$ cat config.mk
export PLATFORM = sky130hd
export DESIGN_NAME = score_keeper
export DESIGN_NICKNAME = d
export VERILOG_FILES = /design/src/rtl/score_keeper.sv
export SDC_FILE = /design/constraint.sdc
export NUM_CORES = 1
export LEC_CHECK = 0
export CORE_UTILIZATION = 45
export CTS_CLUSTER_DIAMETER = 50
export DETAILED_ROUTE_END_ITERATION = 8
export PLACE_DENSITY = 0.63
export SYNTH_ARGS = -nofsm -noshare
export SYNTH_HDL_FRONTEND = slang
export SYNTH_SLANG_ARGS = --single-unit
$ cat constraint.sdc
create_clock -name clk -period 11.38 [get_ports clk]
set_input_delay 2.845 -clock clk [delete_from_list [all_inputs] [get_ports clk]]
set_output_delay 2.845 -clock clk [all_outputs]
set_load 0.02 [all_outputs]
$ cat src/rtl/score_keeper.sv
// Game-score engine: tick/bonus scoring with saturation, pause/resume, session
// high score and a sequential binary-to-BCD copy of the score for the display.
module score_keeper #(
  parameter int SCORE_W  = 10,
  parameter int TICK_DIV = 20000000,
  parameter int BONUS_W  = 4,
  parameter int DIGITS   = 4
) (
  input  logic                  clk,
  input  logic                  rst,
  input  logic                  start,
  input  logic                  ending,
  input  logic                  pause,
  input  logic                  bonus_valid,
  input  logic [BONUS_W-1:0]    bonus_pts,
  output logic [SCORE_W-1:0]    score_out,
  output logic [SCORE_W-1:0]    high_score,
  output logic [4*DIGITS-1:0]   score_bcd,
  output logic                  bcd_valid,
  output logic                  running,
  output logic                  new_high,
  output logic [1:0]            dbg_state
);

  localparam int DIV_W = (TICK_DIV > 2) ? $clog2(TICK_DIV) : 1;
  localparam int SUM_W = SCORE_W + BONUS_W + 1;
  localparam int CNT_W = $clog2(SCORE_W + 1);
  localparam int BCD_W = 4 * DIGITS;
  localparam logic [DIV_W-1:0]   DIV_MAX   = DIV_W'(TICK_DIV - 1);
  localparam logic [SCORE_W-1:0] SCORE_MAX = '1;

  typedef enum logic [1:0] {IDLE = 2'd0, RUN = 2'd1, PAUSE = 2'd2, OVER = 2'd3} state_t;

  state_t             r_state, w_state_nxt;
  logic [DIV_W-1:0]   r_div, w_div_nxt;
  logic [SCORE_W-1:0] r_score, w_score_nxt;
  logic [SCORE_W-1:0] r_high;
  logic               r_new_high, r_running;
  logic [SCORE_W-1:0] r_bin;
  logic [BCD_W-1:0]   r_work, r_bcd, w_adj, w_work_nxt;
  logic [CNT_W-1:0]   r_cnt;
  logic               r_bcd_valid;
  logic               w_tick, w_enter_over, w_score_chg;
  logic [SUM_W-1:0]   w_sum;

  assign w_tick       = (r_state == RUN) && (r_div == DIV_MAX);
  assign w_sum        = SUM_W'(r_score) + SUM_W'(w_tick) +
                        (bonus_valid ? SUM_W'(bonus_pts) : '0);
  assign w_enter_over = !start && ending && ((r_state == RUN) || (r_state == PAUSE));
  assign w_score_chg  = (w_score_nxt != r_score);

  always_comb begin
    w_state_nxt = r_state;
    if (start)
      w_state_nxt = RUN;
    else if (w_enter_over)
      w_state_nxt = OVER;
    else if ((r_state == RUN) && pause)
      w_state_nxt = PAUSE;
    else if ((r_state == PAUSE) && !pause)
      w_state_nxt = RUN;

    w_score_nxt = r_score;
    if (start)
      w_score_nxt = '0;
    else if (r_state == RUN)
      w_score_nxt = (w_sum > {{(BONUS_W+1){1'b0}}, SCORE_MAX}) ? SCORE_MAX : w_sum[SCORE_W-1:0];

    w_div_nxt = '0;
    if (!start) begin
      case (r_state)
        RUN:     w_div_nxt = w_tick ? '0 : r_div + 1'b1;
        PAUSE:   w_div_nxt = r_div;
        default: w_div_nxt = '0;
      endcase
    end
  end

  // Double-dabble step: add 3 to any digit >= 5, then shift in the next binary MSB.
  always_comb begin
    w_adj = r_work;
    for (int d = 0; d < DIGITS; d++)
      if (r_work[4*d +: 4] >= 4'd5)
        w_adj[4*d +: 4] = r_work[4*d +: 4] + 4'd3;
    w_work_nxt = {w_adj[BCD_W-2:0], r_bin[SCORE_W-1]};
  end

  always_ff @(posedge clk or negedge rst) begin
    if (!rst) begin
      r_state     <= IDLE;
      r_div       <= '0;
      r_score     <= '0;
      r_high      <= '0;
      r_new_high  <= 1'b0;
      r_running   <= 1'b0;
      r_bin       <= '0;
      r_work      <= '0;
      r_bcd       <= '0;
      r_cnt       <= '0;
      r_bcd_valid <= 1'b1;
    end else begin
      r_state   <= w_state_nxt;
      r_div     <= w_div_nxt;
      r_score   <= w_score_nxt;
      r_running <= (w_state_nxt == RUN);

      if (start)
        r_new_high <= 1'b0;
      else if (w_enter_over && (w_score_nxt > r_high)) begin
        r_high     <= w_score_nxt;
        r_new_high <= 1'b1;
      end

      // bcd_valid=1 means score_bcd matches score_out; any score change restarts conversion.
      if (w_score_chg) begin
        r_bin       <= w_score_nxt;
        r_work      <= '0;
        r_cnt       <= CNT_W'(SCORE_W);
        r_bcd_valid <= 1'b0;
      end else if (r_cnt != '0) begin
        r_bin  <= r_bin << 1;
        r_work <= w_work_nxt;
        r_cnt  <= r_cnt - 1'b1;
        if (r_cnt == CNT_W'(1)) begin
          r_bcd       <= w_work_nxt;
          r_bcd_valid <= 1'b1;
        end
      end
    end
  end

  assign score_out  = r_score;
  assign high_score = r_high;
  assign score_bcd  = r_bcd;
  assign bcd_valid  = r_bcd_valid;
  assign running    = r_running;
  assign new_high   = r_new_high;
  assign dbg_state  = r_state;

endmodule

==> reports/metrics.yaml <==
run_status:
  status: "finished with violations"
  violations: "design-rule violations"
die:
  die_y_um: 112
  start_util_pct: 46.9
  io_pins: 51
  die_width_um: 112
  dieArea_um2: 12500
  core_um2: 11600
  rows: 39
clock_tree:
  cts_tree: "yes"
  cts_buffer_depth: 2
  post_cts_buffers: 0
  cts.sinks: 96
  holdBufCountCts: 0
  numCtsBuffers: 9
  cts_htree_levels: 3
  cts-root-buf: "clkbuf_16"
  cts-resized-gates: 0
  clock_latency_ns: 0.35
  path_clk_slew_ns: 0.06
synthesis:
  synthesis.nets: 632
  synth-seq-cells: 96
  ys_types: 52
  synthArstFlopShare_pct: 100
  syn_inst: 593
  avgSynthCellArea_um2: 9.18
  synth-edff-count: 0
  synth_ff_type: "dfrtp_1"
  yosys_warnings: 0
  seq_area_frac_synth_pct: 44.2
  syn-cell-area_um2: 5440
detailed_routing:
  drc: 1
  met2WireLength_mm: 5.94
  drt-met1-wl_mm: 6.12
  vias: 4456
  drt-total-wl_mm: 12.6
  postRouteAntennaNets: 0
  via_per_inst: 5.69
  drt-pass1-iter-count: 6
  dr.max_layer_used: "met4"
  wire_per_inst_um: 16.1
  drt_iter0_drc: 249
  dr_wl_met3_um: 351
timing:
  tightest_slew_ns: 0.997
  hold_viol: 0
  relSlewSlack_pct: 33.4
  holdWs_ns: 0.485
  setup-tns-final_ns: 0
  rsz0062_at_grt: "false"
  clock.fmax_ghz: 0.146
  min_period_ns: 6.84
  clock-skew-final_ns: 0.00747
  setup_violations: 0
  slew_viol_final: 0
  period_share_pct: 60.1
setup_path:
  arrival_ns: 7.07
  crit_type: "in2reg"
  cp_data_required_time_ns: 11.61
  crit_path_start_kind: "input pin"
  end_kind: "flop"
  crit_fanout: 24
finish:
  post-route-cell-area_um2: 6360
  antenna_cells: 0
  nNetsFinal: 674
  syn_to_final_growth_pct: 16.9
  layout-drive-gt1-share_pct: 6.25
power_and_ir_drop:
  p_per_area_nw_per_um2: 142
  p_leak_nw: 2.79
  peakVddDrop_v: 0.0000771
place:
  portBuffers: 50
  place_area_um2: 6060
  dpl.hpwl_mm: 8.79
  gp_congestion: 0.882
global_route:
  antenna_found_initial: 0
  grt_overflow: 0
  grt_usage_pct: 21.8
  grt_pass1_vias: 4586
  grt_pass1_wl_mm: 21.9
  grt_max_degree: 56
hold_path:
  hp-class: "reg2reg"
job:
  drv_cap: 0
## synthesized netlist by cell type (10+ instances only)
cell type	n	share of area, %
mux2i_1	10	1.8
dfrtp_1	95	44
clkbuf_1	18	1.2
a21oi_1	56	5.2
nand2_1	84	5.8
ha_1	27	6.2
nor3_1	11	1.0
inv_1	27	1.9
mux2_2	13	2.7
nor2_1	39	2.7
nand3_1	23	2.1
nand2b_1	12	1.4
o21ai_0	41	3.8
a31oi_1	10	1.1
## per-stage QoR
| step | util, % | setup slack, ns | total power, mW | std cells |
|---|---|---|---|---|
| 2_1_floorplan | - | 4.95 | 0.535 | 593 |
| 3_3_place_gp | 52.2 | 4.23 | 0.600 | 767 |
| 3_5_place_dp | 52.2 | 4.16 | 0.605 | 767 |
| 4_1_cts | 54.8 | 4.53 | 0.915 | 783 |
| 5_1_grt | 54.8 | 4.28 | 0.954 | 783 |
| 6_report | 54.8 | 4.54 | 0.902 | 783 |
## layout make-up
cell class | instances | area (µm²)
tap | 143 | 179
clock inverter | 6 | 67.6
multi-input combinational | 445 | 2840
sequential | 96 | 2400
clock buffer | 10 | 229
inverter | 27 | 101
timing repair buffer | 56 | 543
fill | 1069 | 5250
## sequential cells by signal, indices dropped and copies added, names as in the netlist
name	cells
new_high	1
high_score	10
score_bcd	16
score_out	10
dbg_state	2
bcd_valid	1
r_div	25
running	1
r_cnt	4
r_work	16
r_bin	10
## worst max-delay path: stages
cell and delay, ns:
clkdlybuf4s50_1 0.44, and2_1 0.17, fa_1 0.42, fa_1 0.42
a211o_1 0.35, and3_1 0.19, nor2_1 0.17, mux2_4 0.34
a2111oi_4 0.33, buf_4 0.29, nand2_1 0.59, mux2_2 0.50
## where the power goes
group / switching, mW / internal [mW]
Sequential: 0.0235 / 0.368
Combinational: 0.125 / 0.0813
Clock: 0.134 / 0.172
## worst paths after layout
path                                          start                        end  slack, ns  cells after the start
max in group asynchronous                       rst   score_bcd[7]$_DFFE_PN0P_       7.80                      2
setup reg to reg             dbg_state[1]$_DFF_PN0_  high_score[4]$_DFFE_PN0P_       6.06                     18
setup / recovery                        bonus_valid       r_bin[7]$_DFFE_PN0P_       4.54                     12
hold / removal             score_bcd[6]$_DFFE_PN0P_   score_bcd[6]$_DFFE_PN0P_       0.49                      1
hold reg to reg            score_bcd[6]$_DFFE_PN0P_   score_bcd[6]$_DFFE_PN0P_       0.49                      1
min in group asynchronous                       rst       r_div[7]$_DFFE_PN0P_       2.47                      1
## cell families (layout without fill, tap and decap cells)
group | Yosys count | in the layout | share of synthesized area [%]
buf+inv | 52 | 99 | 3.91
xor+xnor | 11 | 11 | 1.77
simple gates | 222 | 222 | 19.8
mux | 33 | 33 | 6.67
fa+ha+maj | 29 | 29 | 6.94
compound gates | 150 | 150 | 16.8
flops | 96 | 96 | 44.2
## layout by cell type (no fill, tap or decap), types with 8 or more instances in the layout
| master | instances |
|---|---|
| nand4_1 | 8 |
| dfrtp_1 | 95 |
| nor2_1 | 39 |
| a21oi_1 | 56 |
| and2_1 | 8 |
| xnor2_1 | 9 |
| mux2_1 | 9 |
| mux2i_1 | 10 |
| o21ai_0 | 41 |
| mux2_2 | 13 |
| nor3_1 | 11 |
| nand3_1 | 23 |
| nor2b_1 | 8 |
| clkdlybuf4s50_1 | 49 |
| inv_1 | 27 |
| clkbuf_16 | 9 |
| ha_1 | 27 |
| nand2b_1 | 12 |
| o31ai_1 | 9 |
| a31oi_1 | 10 |
| nand2_1 | 84 |
## layer usage
layer	vias to the layer above	global-route usage, %
li1	2193	-
met4	0	8.80
met1	2176	28.7
met5	-	0
met2	72	35.7
met3	15	3.70
Note: power is estimated with default switching activity, not from simulation.
